## src/rtl/cpu_arb_pkg.sv

```systemverilog
// Shared types and constants for the memory-port arbiter.
package cpu_arb_pkg;

    localparam int unsigned AW = 32;
    localparam int unsigned DW = 32;
    localparam int unsigned SW = DW / 8;

    typedef enum logic [1:0] {
        ARB_IDLE = 2'd0,
        ARB_ADDR = 2'd1,
        ARB_DATA = 2'd2
    } arb_state_e;

    localparam logic OWN_INST = 1'b0;
    localparam logic OWN_DATA = 1'b1;

endpackage

```

## src/rtl/mem_port_arbiter_if.sv

```systemverilog
// Requester and shared-port signals of the memory-port arbiter.
// slave: arbiter view; master: requesters plus memory port view.
interface mem_port_arbiter_if;
    import cpu_arb_pkg::*;

    logic          inst_req;
    logic [AW-1:0] inst_addr;
    logic          inst_addr_ok;
    logic          inst_data_ok;
    logic [DW-1:0] inst_rdata;

    logic          data_req;
    logic          data_wr;
    logic [AW-1:0] data_addr;
    logic [DW-1:0] data_wdata;
    logic [SW-1:0] data_wstrb;
    logic          data_addr_ok;
    logic          data_data_ok;
    logic [DW-1:0] data_rdata;

    logic          bus_req;
    logic          bus_wr;
    logic [AW-1:0] bus_addr;
    logic [DW-1:0] bus_wdata;
    logic [SW-1:0] bus_wstrb;
    logic          bus_addr_ok;
    logic          bus_data_ok;
    logic [DW-1:0] bus_rdata;

    modport slave (
        input  inst_req, inst_addr,
        output inst_addr_ok, inst_data_ok, inst_rdata,
        input  data_req, data_wr, data_addr, data_wdata, data_wstrb,
        output data_addr_ok, data_data_ok, data_rdata,
        output bus_req, bus_wr, bus_addr, bus_wdata, bus_wstrb,
        input  bus_addr_ok, bus_data_ok, bus_rdata
    );

    modport master (
        output inst_req, inst_addr,
        input  inst_addr_ok, inst_data_ok, inst_rdata,
        output data_req, data_wr, data_addr, data_wdata, data_wstrb,
        input  data_addr_ok, data_data_ok, data_rdata,
        input  bus_req, bus_wr, bus_addr, bus_wdata, bus_wstrb,
        output bus_addr_ok, bus_data_ok, bus_rdata
    );

endinterface

```

## src/rtl/mem_port_arbiter_arb_pick.sv

```systemverilog
// Grant decision for the memory-port arbiter.
// ARB_ROUND_ROBIN_EN: alternate owners on conflict using last_data.
module arb_pick
    import cpu_arb_pkg::*;
(
    input  logic inst_req,
    input  logic data_req,
`ifdef ARB_ROUND_ROBIN_EN
    input  logic last_data,
`endif
    output logic pick_data_c
);

    // A lone requester wins; on conflict data wins, or the side not granted last
    always_comb begin
        pick_data_c = (inst_req && !data_req) ? OWN_INST : OWN_DATA;
`ifdef ARB_ROUND_ROBIN_EN
        if (inst_req && data_req) begin
            pick_data_c = last_data ? OWN_INST : OWN_DATA;
        end
`endif
    end

endmodule

```

## src/rtl/mux2.sv

```systemverilog
// Generic 2:1 multiplexer; s=1 selects b.
module mux2 #(
    parameter int unsigned WIDTH = 1
) (
    input  logic [WIDTH-1:0] a,
    input  logic [WIDTH-1:0] b,
    input  logic             s,
    output logic [WIDTH-1:0] y
);

    assign y = s ? b : a;

endmodule

```

## src/rtl/mem_port_arbiter.sv

```systemverilog
// Shares one SRAM-like memory port between fetch and data requesters,
// one transaction in flight at a time (IDLE -> ADDR -> DATA).
// ARB_ROUND_ROBIN_EN: round-robin arbitration on conflict instead of
// fixed data-over-inst priority.
module mem_port_arbiter
    import cpu_arb_pkg::*;
(
    input  logic                clk,
    input  logic                rst,
    mem_port_arbiter_if.slave   port,
    output logic                grant_data
);

    arb_state_e    state_q, state_d;
    logic          grant_q, grant_d;
    logic          pick_data_c;
    logic          bus_req_c;
    logic          addr_ok_c;
    logic          data_ok_c;
    logic          sel_wr;
    logic [AW-1:0] sel_addr;
    logic [DW-1:0] sel_wdata;
    logic [SW-1:0] sel_wstrb;

`ifdef ARB_ROUND_ROBIN_EN
    logic          last_data_q, last_data_d;
`endif

    arb_pick u_pick (
        .inst_req    (port.inst_req),
        .data_req    (port.data_req),
`ifdef ARB_ROUND_ROBIN_EN
        .last_data   (last_data_q),
`endif
        .pick_data_c (pick_data_c)
    );

    // State, grant and round-robin history registers
    always_ff @(posedge clk) begin
        if (rst) begin
            state_q     <= ARB_IDLE;
            grant_q     <= OWN_INST;
`ifdef ARB_ROUND_ROBIN_EN
            last_data_q <= 1'b1;
`endif
        end else begin
            state_q     <= state_d;
            grant_q     <= grant_d;
`ifdef ARB_ROUND_ROBIN_EN
            last_data_q <= last_data_d;
`endif
        end
    end

    // Next state, grant latch and un-routed handshake strobes
    always_comb begin
        state_d     = state_q;
        grant_d     = grant_q;
`ifdef ARB_ROUND_ROBIN_EN
        last_data_d = last_data_q;
`endif
        bus_req_c   = 1'b0;
        addr_ok_c   = 1'b0;
        data_ok_c   = 1'b0;
        case (state_q)
            ARB_IDLE: begin
                if (port.inst_req || port.data_req) begin
                    grant_d     = pick_data_c;
`ifdef ARB_ROUND_ROBIN_EN
                    last_data_d = pick_data_c;
`endif
                    state_d     = ARB_ADDR;
                end
            end
            ARB_ADDR: begin
                bus_req_c = 1'b1;
                addr_ok_c = port.bus_addr_ok;
                if (port.bus_addr_ok) begin
                    state_d = ARB_DATA;
                end
            end
            ARB_DATA: begin
                data_ok_c = port.bus_data_ok;
                if (port.bus_data_ok) begin
                    state_d = ARB_IDLE;
                end
            end
            default: begin
                state_d = ARB_IDLE;
            end
        endcase
    end

    // Owner request select; the fetch side never writes
    mux2 #(.WIDTH(AW)) u_mux_addr  (.a(port.inst_addr), .b(port.data_addr),  .s(grant_q), .y(sel_addr));
    mux2 #(.WIDTH(DW)) u_mux_wdata (.a('0),             .b(port.data_wdata), .s(grant_q), .y(sel_wdata));
    mux2 #(.WIDTH(SW)) u_mux_wstrb (.a('0),             .b(port.data_wstrb), .s(grant_q), .y(sel_wstrb));
    mux2 #(.WIDTH(1))  u_mux_wr    (.a(1'b0),           .b(port.data_wr),    .s(grant_q), .y(sel_wr));

    // Bus request fields are zero unless a request is being presented
    assign port.bus_req      = bus_req_c;
    assign port.bus_wr       = bus_req_c & sel_wr;
    assign port.bus_addr     = bus_req_c ? sel_addr  : '0;
    assign port.bus_wdata    = bus_req_c ? sel_wdata : '0;
    assign port.bus_wstrb    = bus_req_c ? sel_wstrb : '0;

    // Handshakes go to the owner only; read data is shared
    assign port.inst_addr_ok = addr_ok_c & (grant_q == OWN_INST);
    assign port.data_addr_ok = addr_ok_c & (grant_q == OWN_DATA);
    assign port.inst_data_ok = data_ok_c & (grant_q == OWN_INST);
    assign port.data_data_ok = data_ok_c & (grant_q == OWN_DATA);
    assign port.inst_rdata   = port.bus_rdata;
    assign port.data_rdata   = port.bus_rdata;

    assign grant_data        = grant_q;

endmodule

```

## src/flat_wrapper.sv

```systemverilog
// flat-port wrapper written by rule: the top's interface ports become plain ports
module mem_port_arbiter_flat import cpu_arb_pkg::*;
  (clk, rst, grant_data, port_inst_req, port_inst_addr, port_inst_addr_ok, port_inst_data_ok, port_inst_rdata, port_data_req, port_data_wr, port_data_addr, port_data_wdata, port_data_wstrb, port_data_addr_ok, port_data_data_ok, port_data_rdata, port_bus_req, port_bus_wr, port_bus_addr, port_bus_wdata, port_bus_wstrb, port_bus_addr_ok, port_bus_data_ok, port_bus_rdata);
  mem_port_arbiter_if port_i ();
  input  logic clk;
  input  logic rst;
  output logic grant_data;
  input wire logic [$bits(port_i.inst_req)-1:0] port_inst_req;
  input wire logic [$bits(port_i.inst_addr)-1:0] port_inst_addr;
  output wire logic [$bits(port_i.inst_addr_ok)-1:0] port_inst_addr_ok;
  output wire logic [$bits(port_i.inst_data_ok)-1:0] port_inst_data_ok;
  output wire logic [$bits(port_i.inst_rdata)-1:0] port_inst_rdata;
  input wire logic [$bits(port_i.data_req)-1:0] port_data_req;
  input wire logic [$bits(port_i.data_wr)-1:0] port_data_wr;
  input wire logic [$bits(port_i.data_addr)-1:0] port_data_addr;
  input wire logic [$bits(port_i.data_wdata)-1:0] port_data_wdata;
  input wire logic [$bits(port_i.data_wstrb)-1:0] port_data_wstrb;
  output wire logic [$bits(port_i.data_addr_ok)-1:0] port_data_addr_ok;
  output wire logic [$bits(port_i.data_data_ok)-1:0] port_data_data_ok;
  output wire logic [$bits(port_i.data_rdata)-1:0] port_data_rdata;
  output wire logic [$bits(port_i.bus_req)-1:0] port_bus_req;
  output wire logic [$bits(port_i.bus_wr)-1:0] port_bus_wr;
  output wire logic [$bits(port_i.bus_addr)-1:0] port_bus_addr;
  output wire logic [$bits(port_i.bus_wdata)-1:0] port_bus_wdata;
  output wire logic [$bits(port_i.bus_wstrb)-1:0] port_bus_wstrb;
  input wire logic [$bits(port_i.bus_addr_ok)-1:0] port_bus_addr_ok;
  input wire logic [$bits(port_i.bus_data_ok)-1:0] port_bus_data_ok;
  input wire logic [$bits(port_i.bus_rdata)-1:0] port_bus_rdata;
  assign port_i.inst_req = port_inst_req;
  assign port_i.inst_addr = port_inst_addr;
  assign port_inst_addr_ok = port_i.inst_addr_ok;
  assign port_inst_data_ok = port_i.inst_data_ok;
  assign port_inst_rdata = port_i.inst_rdata;
  assign port_i.data_req = port_data_req;
  assign port_i.data_wr = port_data_wr;
  assign port_i.data_addr = port_data_addr;
  assign port_i.data_wdata = port_data_wdata;
  assign port_i.data_wstrb = port_data_wstrb;
  assign port_data_addr_ok = port_i.data_addr_ok;
  assign port_data_data_ok = port_i.data_data_ok;
  assign port_data_rdata = port_i.data_rdata;
  assign port_bus_req = port_i.bus_req;
  assign port_bus_wr = port_i.bus_wr;
  assign port_bus_addr = port_i.bus_addr;
  assign port_bus_wdata = port_i.bus_wdata;
  assign port_bus_wstrb = port_i.bus_wstrb;
  assign port_i.bus_addr_ok = port_bus_addr_ok;
  assign port_i.bus_data_ok = port_bus_data_ok;
  assign port_i.bus_rdata = port_bus_rdata;
  mem_port_arbiter u_core (.clk(clk), .rst(rst), .port(port_i), .grant_data(grant_data));
endmodule
```

## config.mk

```make
export PLATFORM = sky130hd
export DESIGN_NAME = mem_port_arbiter_flat
export DESIGN_NICKNAME = d
export VERILOG_FILES = /design/src/rtl/cpu_arb_pkg.sv /design/src/rtl/mem_port_arbiter_if.sv /design/src/rtl/mem_port_arbiter_arb_pick.sv /design/src/rtl/mux2.sv /design/src/rtl/mem_port_arbiter.sv /design/src/flat_wrapper.sv
export SDC_FILE = /design/constraint.sdc
export NUM_CORES = 1
export LEC_CHECK = 0
export ABC_AREA = 1
export ABC_CLOCK_PERIOD_IN_PS = 2800
export BUFFER_PORTS_ARGS = -buffer_cell sky130_fd_sc_hd__buf_4
export CORE_AREA = 3 3 107 109
export CTS_CLUSTER_SIZE = 30
export DETAILED_ROUTE_END_ITERATION = 16
export DIE_AREA = 0 0 110 112
export PLACE_DENSITY = 0.53
export SLEW_MARGIN = 30
export SYNTH_ARGS = -nofsm -noshare
export SYNTH_HDL_FRONTEND = slang
export SYNTH_SLANG_ARGS = --single-unit
```

## constraint.sdc

```tcl
create_clock -name clk -period 2.8 [get_ports clk]
set_clock_uncertainty 0.1 [all_clocks]
set_input_delay 0.14 -clock clk [delete_from_list [all_inputs] [get_ports clk]]
set_output_delay 0.14 -clock clk [all_outputs]
set_load 0.02 [all_outputs]
```

; ---- Word level (Yosys, flattened, before mapping)
; Cells that the tools add are included.
[op_classes]
n_eq_ne = 5
muxes = 15
bitwise_logic = 6
n_reduce_logical = 6
[ops]
columns = operator, n
row1 = $mux W32, 4
row2 = $mux W4, 2
row3 = $mux W2, 3
row4 = $pmux W2 S3, 1
row5 = $and A1 B1 Y1, 5
row6 = $mux W1, 5
row7 = $ne A2 B2 Y1 const B, 2
row8 = $reduce_and A3 Y1, 1
row9 = $eq A2 B1 Y1 const B, 1
row10 = $eq A2 B2 Y1 const B, 1
row11 = $logic_not A2 Y1, 1
row12 = $ne A2 B1 Y1 const B, 1
row13 = $reduce_and A2 Y1, 1
row14 = $logic_and A1 B1 Y1, 1
row15 = $logic_not A1 Y1, 1
row16 = $logic_or A1 B1 Y1, 1
row17 = $not A1 Y1, 1
[word_totals]
regBits = 3
in_bits = 139

; ---- Longest topological paths before layout
[depth]
depth_word = 3
ltp_mapped = 6
mapped_depth_nobuf = 4

; ---- Modules after synthesis
; Synthesis repeated with hierarchy kept, for this count alone.
[unflattened]
hier_cells = 466
area_unflattened_um2 = 2358.5
[modules_own_cells]
columns = module, instances, cells_per_inst, area_each_um2, seq_area_each_um2
row1 = mem_port_arbiter, 1, 239, 1303.8, 60.1
row2 = mux2 (u_core.u_mux_addr ...), 2, 104, 491.7, 0.0
row3 = mux2 (u_core.u_mux_wstrb), 1, 13, 48.8, 0.0
row4 = mux2 (u_core.u_mux_wr), 1, 4, 15.0, 0.0
row5 = arb_pick, 1, 2, 7.5, 0.0

; ---- Worst setup path before layout
; OpenSTA, ideal clock, no wires.
[synth_timing]
path_kind = register to output
from = register u_core.grant_q, in the netlist u_core.grant_data
to = output port port_bus_wdata[10]
arrival_time_ns = 1.249
required_time_ns = 2.560
setup_slack_ns = 1.311
stages_incl_launch_ff = 5
cell_sequence = dfxtp_1 > buf_4 > clkbuf_1 > nand2_1 > nor2_1
[synth_via]
elab_chain_cells = 2
[synth_lines]
columns = item, line_no
row1 = "start, declared", mem_port_arbiter.sv:15  ; logic grant_q, grant_d;
row2 = "start signal, assigned", mem_port_arbiter.sv:48  ; grant_q <= grant_d;
row3 = $mux W32, mux2.sv:11  ; assign y = s ? b : a;
row4 = $mux W32, mem_port_arbiter.sv:104  ; assign port.bus_wdata = bus_req_c ? sel_wdata : '0;
row5 = "end, declared", flat_wrapper.sv:24  ; output wire logic [$bits(port_i.bus_wdata)-1:0] port_bus_wdata;
; No other way between the ends.

; ---- Worst setup path in the final report
[layout_timing]
from = register u_core.grant_q, in the netlist u_core.grant_data
to = output port port_bus_addr[9]
[layout_via]
elab_chain_cells = 2
[layout_lines]
columns = item, line_no
row1 = $mux W32, mux2.sv:11
row2 = $mux W32, mem_port_arbiter.sv:103  ; assign port.bus_addr = bus_req_c ? sel_addr : '0;
row3 = "end, declared", flat_wrapper.sv:23  ; output wire logic [$bits(port_i.bus_addr)-1:0] port_bus_addr;
; No other way between the ends.

==> metrics.txt <==
# TYPE chip_impl_metric gauge
chip_impl_info{name="status",value="finished, final reports clean"} 1
chip_impl_metric{name="worst_pin_slew",unit="ns"} 0.631
chip_impl_metric{name="fin_nets",unit=""} 522
chip_impl_metric{name="fp.dieArea",unit="mm^2"} 0.0123
chip_impl_metric{name="dp_hpwl",unit="um"} 5410
chip_impl_metric{name="drcViolationCount",unit=""} 0
chip_impl_metric{name="syn-instance-count",unit=""} 276
chip_impl_metric{name="chipHeight",unit="um"} 112
chip_impl_metric{name="setup_slack",unit="ns"} 0.685
chip_impl_info{name="worst-setup-path-type",value="reg -> out"} 1
chip_impl_metric{name="timing.reg2reg.worst_path_depth",unit=""} 2
chip_impl_metric{name="hold_depth",unit=""} 2
chip_impl_metric{name="synth_compound_gate_area_share",unit=""} 0.125
chip_impl_metric{name="fin_setup_tns",unit="ns"} 0
chip_impl_info{name="cts-root-buf",value="sky130_fd_sc_hd__clkbuf_8"} 1
chip_impl_metric{name="number_of_global_route_vias_before_repair",unit=""} 1888
chip_impl_metric{name="final_antenna_net_count",unit=""} 0
chip_impl_metric{name="cts_hold_repair.buffers",unit=""} 0
chip_impl_metric{name="register_to_register_setup_slack",unit="ns"} 1.74
chip_impl_metric{name="floorplan.core_area",unit="mm^2"} 0.0107
chip_impl_info{name="critical_path.slowest_cell",value="sky130_fd_sc_hd__dfxtp_2"} 1
chip_impl_info{name="min-delay-path-class",value="in -> reg"} 1
chip_impl_metric{name="postSynthNetCount",unit=""} 415
chip_impl_metric{name="grt_start_max_net_pins",unit=""} 43
chip_impl_metric{name="cap_viol_max_count",unit=""} 0
chip_impl_metric{name="final_cell_area",unit="mm^2"} 0.00247
chip_impl_metric{name="wire_length_of_the_first_global_routing_pass",unit="um"} 8870
chip_impl_metric{name="synth_adder_area_share",unit=""} 0
chip_impl_metric{name="final_period_utilization",unit=""} 0.755
chip_impl_metric{name="worstPathMaxFanout",unit=""} 42
chip_impl_metric{name="max-vdd-ir-drop",unit="mV"} 0.203
chip_impl_metric{name="hold_viol_final",unit=""} 0
chip_impl_metric{name="path_clk_slew",unit="ns"} 0.03
chip_impl_metric{name="gp_congestion",unit=""} 0.751
chip_impl_metric{name="tritoncts_num_sinks",unit=""} 3
chip_impl_metric{name="synthesis.yosys.warnings",unit=""} 0
chip_impl_metric{name="initial_utilization",unit=""} 0.135
chip_impl_metric{name="critical_path.max_stage_delay",unit="ns"} 0.66
chip_impl_metric{name="flow.area_growth_from_synthesis",unit="%"} 71.7
chip_impl_metric{name="leakage",unit="nW"} 1.28
chip_impl_metric{name="grt.overflow.total",unit=""} 0
chip_impl_metric{name="io_pins",unit=""} 278
chip_impl_metric{name="detail_route.first_pass.iterations",unit=""} 4
chip_impl_info{name="worstReg2RegStart",value="u_core.grant_data"} 1
chip_impl_metric{name="postCtsSetupRepairBufs",unit=""} 0
chip_impl_metric{name="critPathArrivalTime",unit="ns"} 1.88
chip_impl_metric{name="routed_wire_length_per_instance",unit="um"} 12.4
chip_impl_metric{name="fmax",unit="MHz"} 473
chip_impl_info{name="hold_path_end",value="u_core.grant_data"} 1
chip_impl_metric{name="placement.cell_area",unit="mm^2"} 0.00243
chip_impl_info{name="reg2reg_to",value="u_core.grant_data"} 1
chip_impl_info{name="cpMostUsedCell",value="sky130_fd_sc_hd__buf_4"} 1
chip_impl_metric{name="global_route.usage.total",unit=""} 0.0916
chip_impl_metric{name="cts_made_buffers",unit=""} 3
chip_impl_metric{name="post_cts_resize_count",unit=""} 0
chip_impl_metric{name="clk_path_buf_depth",unit=""} 2
chip_impl_metric{name="clk-insertion-delay-late",unit="ns"} 0.22
chip_impl_metric{name="post_synth_num_cell_types",unit=""} 16
chip_impl_metric{name="maxSlewViolCount",unit=""} 0
chip_impl_metric{name="num_vias",unit=""} 1999
chip_impl_metric{name="netlist_area",unit="mm^2"} 0.00144
chip_impl_metric{name="grt_antenna_before_repair",unit=""} 0
chip_impl_metric{name="htreeDepth",unit=""} 1
chip_impl_info{name="startpoint_type",value="register"} 1
chip_impl_metric{name="timing.final.crit_period",unit="ns"} 2.12
chip_impl_metric{name="synthMuxAreaShare",unit=""} 0
chip_impl_metric{name="syn_area_per_cell",unit="um^2"} 5.22
chip_impl_metric{name="area_fraction_in_and_or_nand_and_nor_cells_after_synthesis",unit=""} 0.419
chip_impl_info{name="rsz0062_at_grt",value="no"} 1
chip_impl_info{name="cts_tree",value="built"} 1
chip_impl_metric{name="drt_iter0_markers",unit=""} 60
chip_impl_info{name="cell_breakdown_of_the_critical_path",value="buf_4 > nand2_1 > a21oi_1 > buf_4"} 1
chip_impl_metric{name="wirelength",unit="um"} 6490
chip_impl_metric{name="power_density",unit="mW/mm^2"} 252
chip_impl_metric{name="max-slew-margin-rel",unit=""} 0.579
chip_impl_info{name="critical_path.endpoint_type",value="output port"} 1
chip_impl_metric{name="place_ws",unit="ns"} 0.877
chip_impl_info{name="holdCritStartpoint",value="rst"} 1
chip_impl_metric{name="setup_violations",unit=""} 0
chip_impl_metric{name="synth-seq-area-share",unit=""} 0.0417
chip_impl_metric{name="port_buffers",unit=""} 181
chip_impl_metric{name="layout-drive-gt1-share",unit=""} 0.526
chip_impl_metric{name="viasPerCell",unit=""} 3.83
chip_impl_metric{name="rows",unit=""} 38
chip_impl_metric{name="die-width",unit="um"} 110
chip_impl_metric{name="yosys_register_bits",unit=""} 3
chip_impl_metric{name="antenna_cells_inserted",unit=""} 0
chip_impl_info{name="largest_family_of_logic_cells_by_synthesized_area",value="simple AND/OR/NAND/NOR gates"} 1
chip_impl_metric{name="worst_ep_required_time",unit="ns"} 2.56
chip_impl_metric{name="synth-xor-area-share",unit=""} 0
## per-layer routing
layer / routed length [um] / up-vias / track usage
li1: - / 993 / -
met1: 2080 / 827 / 0.0785
met2: 3520 / 156 / 0.192
met3: 723 / 23 / 0.0203
met4: 163 / 0 / 0.0374
met5: 0 / - / 0
## cells in the final DEF (no fill, tap or decap), types with 2 or more instances in the layout
master and n:
sky130_fd_sc_hd__nor2_2 10, sky130_fd_sc_hd__a21oi_1 35, sky130_fd_sc_hd__nor2_1 32, sky130_fd_sc_hd__clkbuf_8 3, sky130_fd_sc_hd__dfxtp_1 2, sky130_fd_sc_hd__nand2_1 106
sky130_fd_sc_hd__buf_4 183, sky130_fd_sc_hd__inv_2 2
## logic make-up (layout without fill, tap and decap cells)
kind of cell           after synthesis  in the layout
AND/OR/NAND/NOR                    151            151
AO/OA/AOI/OAI                       36             36
buffers and inverters               86            192
flip-flops                           3              3
## state kept, by name (all words and copies together) (netlist names)
| signal | flops |
|---|---|
| u_core.grant_data | 1 |
| u_core.state_q | 2 |
## through the flow
stage / hold slack, ns / power [mW] / util / cells
after detailed placement: 0.180 / 0.505 / 0.227 / 518
after global routing: 0.00989 / 0.676 / 0.231 / 522
final: 0.000263 / 0.624 / 0.231 / 522
after floorplan: 0.109 / 0.411 / - / 276
after CTS: 0.000665 / 0.634 / 0.231 / 522
after global placement: 0.180 / 0.503 / 0.227 / 518
## how the worst max path moves through the flow
stage / startpoint / to / slack (ns) / depth (start not counted)
after floorplan: u_core.grant_data / port_bus_wdata[10] / 1.31 / 4
after global placement: u_core.grant_data / port_bus_addr[14] / 0.89 / 4
after detailed placement: u_core.grant_data / port_bus_addr[14] / 0.88 / 4
after CTS: u_core.grant_data / port_bus_addr[14] / 0.65 / 4
after global routing: u_core.grant_data / port_bus_addr[4] / 0.50 / 5
final: u_core.grant_data / port_bus_addr[9] / 0.68 / 4
## cell type report
class | count | area [um^2]
clock buffer | 4 | 45.0
fill | 1197 | 8220
inverter | 4 | 15.0
multi-input combinational | 187 | 785
sequential | 3 | 61.3
tap | 140 | 175
timing repair buffer | 184 | 1390
## synthesized netlist by cell type, drive strengths merged
cell / count / area share
a21oi: 35 / 0.12
buf: 79 / 0.40
clkbuf: 3 / 0.0078
clkinv: 1 / 0.0026
dfxtp: 3 / 0.042
inv: 3 / 0.0078
nand2: 106 / 0.28
nand3: 1 / 0.0035
nand3b: 1 / 0.0052
nor2: 43 / 0.13
o21ai: 1 / 0.0035
## critical path, delay by kind of cell (launching register included)
kind	cells	cell delay, ns
buffers and inverters	2	0.64
AO/OA/AOI/OAI	1	0.18
AND/OR/NAND/NOR	1	0.15
flip-flops	1	0.66
## where the power goes
group | total [mW] | internal [mW] | switching (mW)
clock network | 0.126 | 0.0971 | 0.0289
registers | 0.0604 | 0.0471 | 0.0132
logic | 0.437 | 0.207 | 0.230
Power figures use the tool's default switching activity.
